## src/rtl/csa_pkg.sv

```systemverilog
// Shared constants and types for the wide-operand CSA word sequencer.
package csa_pkg;

    localparam int SLICE_W = 8;

    typedef enum logic [1:0] {
        IDLE = 2'd0,
        RUN  = 2'd1,
        DONE = 2'd2
    } seq_state_t;

endpackage : csa_pkg

```

## src/rtl/FourCSA.sv

```systemverilog
// 8-bit carry-select adder slice: two 4-bit halves, upper half precomputed for both carries.
module FourCSA (
    input  logic [7:0] A,
    input  logic [7:0] B,
    input  logic       Cin,
    output logic [7:0] S,
    output logic       Cout
);

    logic [4:0] w_lo;
    logic [4:0] w_hi0;
    logic [4:0] w_hi1;

    assign w_lo  = {1'b0, A[3:0]} + {1'b0, B[3:0]} + {4'b0000, Cin};
    assign w_hi0 = {1'b0, A[7:4]} + {1'b0, B[7:4]};
    assign w_hi1 = {1'b0, A[7:4]} + {1'b0, B[7:4]} + 5'd1;

    // Low-half carry picks which precomputed upper half is the real one.
    assign S    = {(w_lo[4] ? w_hi1[3:0] : w_hi0[3:0]), w_lo[3:0]};
    assign Cout = w_lo[4] ? w_hi1[4] : w_hi0[4];

endmodule : FourCSA

```

## src/rtl/csa_word_sequencer.sv

```systemverilog
// Sequences a WIDTH-bit add through one 8-bit FourCSA slice per cycle, LSB slice first,
// with valid/ready handshakes on both sides and fully registered results.
module csa_word_sequencer
    import csa_pkg::*;
#(
    parameter int WIDTH = 32
) (
    input  logic             clk,
    input  logic             rst_n,
    input  logic             in_valid,
    output logic             in_ready,
    input  logic [WIDTH-1:0] in_a,
    input  logic [WIDTH-1:0] in_b,
    input  logic             in_cin,
    output logic             out_valid,
    input  logic             out_ready,
    output logic [WIDTH-1:0] out_sum,
    output logic             out_cout,
    output logic             out_ovf
);

    localparam int NSLICE = WIDTH / SLICE_W;
    localparam int IDXW   = (NSLICE > 1) ? $clog2(NSLICE) : 1;

    if (((WIDTH % SLICE_W) != 0) || (WIDTH < SLICE_W)) begin : g_width_check
        $error("csa_word_sequencer: WIDTH must be a multiple of 8 and at least 8");
    end

    seq_state_t         r_state;
    logic [IDXW-1:0]    r_idx;
    logic [WIDTH-1:0]   r_a;
    logic [WIDTH-1:0]   r_b;
    logic               r_carry;
    logic [WIDTH-1:0]   r_sum;
    logic               r_cout;
    logic               r_ovf;
    logic               r_out_valid;
    logic               r_in_ready;

    logic [SLICE_W-1:0] w_a_slice;
    logic [SLICE_W-1:0] w_b_slice;
    logic [SLICE_W-1:0] w_s;
    logic               w_cout;
    logic               w_last;

    assign w_a_slice = r_a[int'(r_idx) * SLICE_W +: SLICE_W];
    assign w_b_slice = r_b[int'(r_idx) * SLICE_W +: SLICE_W];
    assign w_last    = (r_idx == IDXW'(NSLICE - 1));

    FourCSA u_slice (
        .A    (w_a_slice),
        .B    (w_b_slice),
        .Cin  (r_carry),
        .S    (w_s),
        .Cout (w_cout)
    );

    // Handshake FSM, slice chaining and result registers.
    always_ff @(posedge clk or negedge rst_n) begin
        if (!rst_n) begin
            r_state     <= IDLE;
            r_idx       <= '0;
            r_a         <= '0;
            r_b         <= '0;
            r_carry     <= 1'b0;
            r_sum       <= '0;
            r_cout      <= 1'b0;
            r_ovf       <= 1'b0;
            r_out_valid <= 1'b0;
            r_in_ready  <= 1'b0;
        end else begin
            case (r_state)
                IDLE: begin
                    // r_in_ready gates the accept so the reset-release edge never takes operands.
                    if (r_in_ready && in_valid) begin
                        r_a        <= in_a;
                        r_b        <= in_b;
                        r_carry    <= in_cin;
                        r_idx      <= '0;
                        r_in_ready <= 1'b0;
                        r_state    <= RUN;
                    end else begin
                        r_in_ready <= 1'b1;
                    end
                end
                RUN: begin
                    r_sum[int'(r_idx) * SLICE_W +: SLICE_W] <= w_s;
                    r_carry <= w_cout;
                    if (w_last) begin
                        r_cout      <= w_cout;
                        r_ovf       <= (r_a[WIDTH-1] == r_b[WIDTH-1]) && (w_s[SLICE_W-1] != r_a[WIDTH-1]);
                        r_out_valid <= 1'b1;
                        r_idx       <= '0;
                        r_state     <= DONE;
                    end else begin
                        r_idx <= r_idx + IDXW'(1);
                    end
                end
                DONE: begin
                    if (out_ready) begin
                        r_out_valid <= 1'b0;
                        r_in_ready  <= 1'b1;
                        r_state     <= IDLE;
                    end else begin
                        r_out_valid <= 1'b1;
                    end
                end
                default: begin
                    r_out_valid <= 1'b0;
                    r_in_ready  <= 1'b0;
                    r_state     <= IDLE;
                end
            endcase
        end
    end

    assign in_ready  = r_in_ready;
    assign out_valid = r_out_valid;
    assign out_sum   = r_sum;
    assign out_cout  = r_cout;
    assign out_ovf   = r_ovf;

endmodule : csa_word_sequencer

```

## config.mk

```make
export PLATFORM = sky130hd
export DESIGN_NAME = csa_word_sequencer
export DESIGN_NICKNAME = d
export VERILOG_FILES = /design/src/rtl/csa_pkg.sv /design/src/rtl/FourCSA.sv /design/src/rtl/csa_word_sequencer.sv
export SDC_FILE = /design/constraint.sdc
export NUM_CORES = 1
export LEC_CHECK = 0
export ABC_AREA = 1
export ABC_CLOCK_PERIOD_IN_PS = 7620
export CORE_ASPECT_RATIO = 2
export CORE_MARGIN = 4
export CORE_UTILIZATION = 54
export DETAILED_ROUTE_END_ITERATION = 8
export GPL_ROUTABILITY_DRIVEN = 0
export GPL_TIMING_DRIVEN = 0
export PLACE_DENSITY = 0.83
export SKIP_CTS_REPAIR_TIMING = 1
export SLEW_MARGIN = 15
export SYNTH_ARGS = -nofsm -noshare
export SYNTH_HDL_FRONTEND = slang
export SYNTH_HIERARCHICAL = 1
export SYNTH_SLANG_ARGS = --single-unit
```

## constraint.sdc

```tcl
create_clock -name clk -period 7.62 [get_ports clk]
set_clock_uncertainty 0.1 [all_clocks]
set_input_delay 1.524 -clock clk [delete_from_list [all_inputs] [get_ports clk]]
set_output_delay 1.524 -clock clk [all_outputs]
set_load 0.05 [all_outputs]
```

# Yosys cells after proc, flatten, opt, wreduce, memory -nomap -nowiden
# Index checks and enable logic that the tools add are counted.
[classes]
addsub = 6
eq_ne = 8
shift = 4
mux = 18
n_bitwise = 2
n_reduce_logical = 10
[op_table]
columns = ["cell", "count"]
rows = [
  ["$shiftx 32x6->8", 2],
  ["$neg 5->33", 1],
  ["$shift 8x33->32 const A", 1],
  ["$shiftx 8x33->32", 1],
  ["$bwmux 32", 1],
  ["$add 4x4->5", 2],
  ["$mux 2", 5],
  ["$reduce_and 2->1", 5],
  ["$mux 1", 6],
  ["$ne 2x2->1 const B", 3],
  ["$pmux 1 s3", 2],
  ["$pmux 2 s3", 1],
  ["$add 5x1->5", 1],
  ["$add 5x1->5 const B", 1],
  ["$eq 2x2->1 const B", 2],
  ["$mux 4", 1],
  ["$pmux 2 s2", 1],
  ["$reduce_and 3->1", 1],
  ["$add 2x1->2 const B", 1],
  ["$eq 2x1->1 const B", 1],
  ["$logic_and 1x1->1", 2],
  ["$logic_not 2->1", 1],
  ["$not 1->1", 2],
  ["$pmux 1 s2", 1],
  ["3 further kinds", 3],
]
[word_totals]
regBits = 105
inputBits = 69
output_inout_bits = 36
word_cells = 58

# Longest topological paths before layout
[depth]
depth_word = 6
mapped_depth = 21
ltp_nobuf = 19

# By module
# The synthesis kept the hierarchy.
[modules_own_cells]
columns = ["mod", "n_inst", "cells_per_inst", "area_each_um2", "seq_area_each_um2"]
rows = [
  ["csa_word_sequencer", 1, 599, 4865.9, 2627.5],
  ["FourCSA", 1, 57, 376.6, 0.0],
]

# Worst setup path after synthesis
# No wires, ideal clock.
[synth_path]
path_kind = "register to register"
start = "reg r_idx[1]"
end = "reg r_sum[15], in the netlist out_sum[15]"
setup_ps = 66
t_arrival_ps = 2815
t_required_ps = 7454
path_slack_ps = 4639
stages_incl_launch_ff = 20
synth_period_minus_slack_ps = 2981
path_cell_list = "dfrtp_1 buf_2 clkinv_1 buf_2 o211ai_1 nand2_1 inv_1 fa_1 fa_1 inv_1 nand3_1 nand2_1 nand2_1 nor2_1 nand3_1 nand2_1 nand2_1 nor2_1 nand2_1 nand2_1"
[synth_via]
elab_chain_cells = 6
word_cells_on_any_way = 11
classes_between = "5 x add/sub; 4 x shift; 2 x mux"
[synth_rtl]
columns = ["item", "line", "source"]
rows = [
  ["start, declared", "csa_word_sequencer.sv:30", "logic [IDXW-1:0] r_idx;"],
  ["start signal, assigned", "csa_word_sequencer.sv:96", "r_idx <= r_idx + IDXW'(1);"],
  ["$shiftx 32x6->8", "csa_word_sequencer.sv:46", "assign w_a_slice = r_a[int'(r_idx) * SLICE_W +: SLICE_W];"],
  ["net w_a_slice[0]", "csa_word_sequencer.sv:40", "logic [SLICE_W-1:0] w_a_slice;"],
  ["$add 4x4->5", "FourCSA.sv:14", "assign w_lo = {1'b0, A[3:0]} + {1'b0, B[3:0]} + {4'b0000, Cin};"],
  ["$add 5x1->5", "FourCSA.sv:14", ""],
  ["$mux 4", "FourCSA.sv:19", "assign S = {(w_lo[4] ? w_hi1[3:0] : w_hi0[3:0]), w_lo[3:0]};"],
  ["net w_s[7]", "csa_word_sequencer.sv:42", "logic [SLICE_W-1:0] w_s;"],
  ["$shiftx 8x33->32", "csa_word_sequencer.sv:87", "r_sum[int'(r_idx) * SLICE_W +: SLICE_W] <= w_s;"],
  ["$bwmux 32", "csa_word_sequencer.sv:87", ""],
  ["end signal, assigned by index", "csa_word_sequencer.sv:87", ""],
  ["end, declared", "csa_word_sequencer.sv:34", "logic [WIDTH-1:0] r_sum;"],
]
# The timed path passes the listed nets, and every way through them passes these cells.
# A chain may end at the register's enable or synchronous reset.

# Worst setup path in the final report
[layout_path]
start = "reg r_idx[1]"
end = "reg r_sum[31], in the netlist out_sum[31]"
# The elaborated chain is that of the path after synthesis.

==> out/qor.txt <==
Post-Synth Simple-Gate Area: 28.0%
Reg clk slew, reported paths: 0.07 ns
Hold Violations, Final: 0
Placed Cells: 891
Power Total: 2.79 mW
commonest cells in the netlist: 314 x nand2_1, 105 x dfrtp_1, 54 x inv_1
hpwl dp: 10.9 mm
residual DRC count: 0
Die X-Extent: 77.7 um
clock root cell: clkbuf_16
CTS Buf Count: 9
crit path max fanout: 12
gr ovfl total: 0
Slew HR: 65.9%
Iter 0 DRT Violations: 308
Row Count: 50
first-pass GRT wire length: 22.7 mm
Wirelength per Cell: 15.6 um
asr flop ratio synth: 100%
Critical Path Most Common Cell: nand2_1
via count of the first global-routing pass: 5011
antenna cells: 0
number of synthesized register bits: 105
warnings from Yosys: 6
period utilisation layout: 49.4%
Final Setup Violations: 0
Synth top area share: 50.1%
cell-by-cell listing of the critical path: buf_2 -> clkinv_1 -> buf_2 -> o211ai_1 -> nand2_1 -> inv_1 -> fa_1 -> fa_1 -> inv_1 -> nand3_1 -> nand2_1 -> nand2_1 -> nor2_1 -> nand3_1 -> nand2_1 -> nand2_1 -> nor2_1 -> nand2_1 -> nand2_1
Final min period: 3.77 ns
Place WS: 3.93 ns
syn_nets: 745
GRT Total Usage: 25.6%
total clock sinks: 105
Worst VDD drop: 0.249 mV
# port buffers: 104
filler instances: 739
initial antenna violation count: 0
final setup TNS: 0 ns
NumNets Final: 861
CP Capture Type: register
Tightest Hold Check Type: register to register
Vias: 4762
sequential share of the synthesized area: 50.1%
RSZ-0062 raised after global routing: false
Slew Limit Fails: 0
CTS tree: yes
drt pass-1 iters: 5
Crit path required time: 7.80 ns
Die Y: 147 um
Clk Latency, worst-skew pair: 0.35 ns
status: complete, no violations
CP peak stage delay: 0.47 ns
Static Leakage: 3.48 nW
Top FF cell, synth: dfrtp_1
Post-synth EDFFs: 0
mean area per synthesized cell: 7.99 um2
critical path class: register to register
FMAX: 266 MHz
largest net degree at the start of global routing: 79
WL final: 14.1 mm
final std cells w/o fill: 907
R2R cell count: 19
multiplexer area fraction after synthesis: 0%
count leader, synth: nand2_1
Critical Path Slowest Stage Cell: fa_1
post-synth top area cell: dfrtp_1
XOR/XNOR Fraction of Synth Area: 0.668%
PD cells: 412 mW/mm2
vias per inst: 5.25
Synth Area in Compound Gates: 8.95%
worst-case clock buffer depth: 2
Post-Syn Instances: 656
Worst setup SP type: register
Max-Cap Viols: 0
H-Tree Depth: 3
combinational family with the most area after synthesis: simple AND/OR/NAND/NOR gates
fin area: 0.00677 mm2
Placed Area: 0.00647 mm2
die area: 0.0114 mm2
antenna viol nets, final: 0
Critical Path AT: 3.95 ns
Synth area leaders: dfrtp_1 50%, nand2_1 22%, o211ai_1 4.6%, ha_1 4.1%, inv_1 3.9%
Cell Area, Synth: 0.00524 mm2
IO Pins: 105
Worst-Margin Slew: 0.510 ns
slack of the critical path: 3.86 ns
Placeable Area: 0.00945 mm2
area delta synth->final: 29.1%
layout cells sized above 1: 6.31%
Post-Synth Adder-Cell Area: 5.20%
WHS Path Cells: 2
synth unique cells: 26
Initial Util: 55.5%
## logic make-up (layout without fill, tap and decap cells)
| family | after synthesis | count (layout) |
|---|---|---|
| DFF | 105 | 105 |
| AOI/OAI and AO/OA | 77 | 77 |
| buffers and inverters | 84 | 205 |
| xor gates and xnor gates | 4 | 4 |
| and+or+nand+nor | 366 | 366 |
| adders and majority gates | 20 | 20 |
## metal layers
metal | global-route usage (%) | part of all wire, % | vias to the layer above
li1 | - | - | 2287
met1 | 23.6 | 34 | 2233
met4 | 18.0 | 6.5 | 0
met3 | 4.36 | 4.4 | 58
met2 | 48.6 | 56 | 184
met5 | 0 | 0 | -
## layout by cell type (no fill, tap or decap), drive strengths merged
cell type and instances:
a21o 1, a21oi 6, buf 22, clkbuf 20, clkdlybuf4s50 103, clkinv 4, dfrtp 105, fa 3
ha 17, inv 56, nand2 317, nand3 23, nand4 1, nor2 22, nor3 3, o211ai 32
o21ai 38, xnor2 1, xor2 3
## final cells by class
cell class,count,area [um2],area share (%)
plain buffers,26,150,2.22
clock buffers,14,284,4.20
clock inverters,2,10.0,0.148
inverters,58,218,3.22
multi-input cells,467,2250,33.2
flip-flops and latches,105,2630,38.8
well taps,130,163,2.40
repair buffers,105,1070,15.8
## stage by stage
stage               hold slack, ns  utilization, %
detailed placement           0.364            68.5
global route                 0.405            71.7
floorplan                    0.349               -
finish                       0.380            71.7
global placement             0.362            68.2
CTS                          0.382            71.7
## worst max-delay path, delay by kind of cell, from the launching register on
family / cells / cell delay, ns
compound gates: 1 / 0.14
buf+inv: 5 / 0.91
fa+ha+maj: 2 / 0.89
flops: 1 / 0.42
simple gates: 11 / 1.25
## final timing paths
kind	slack, ns	endpoint	startpoint
min reg2reg	0.38	out_sum[15]	out_sum[15]
max in group asynchronous	5.82	r_a[28]	rst_n
min in group asynchronous	0.94	out_valid	rst_n
max	3.86	out_sum[31]	r_idx[1]
max reg2reg	3.86	out_sum[31]	r_idx[1]
min	0.38	out_sum[15]	out_sum[15]
## flip-flops by register name, summed over array words and instances (netlist names), 2 cells and up
signal   count
r_b         32
r_state      2
r_idx        2
out_sum     32
r_a         32
## power by group
part           leakage [nW]  internal (mW)  switching, mW
combinational          1.98          0.495          0.980
clock                 0.149          0.257          0.196
sequential             1.35          0.760          0.104
total                  3.48           1.51           1.28
Note: power is estimated with default switching activity, not from simulation.
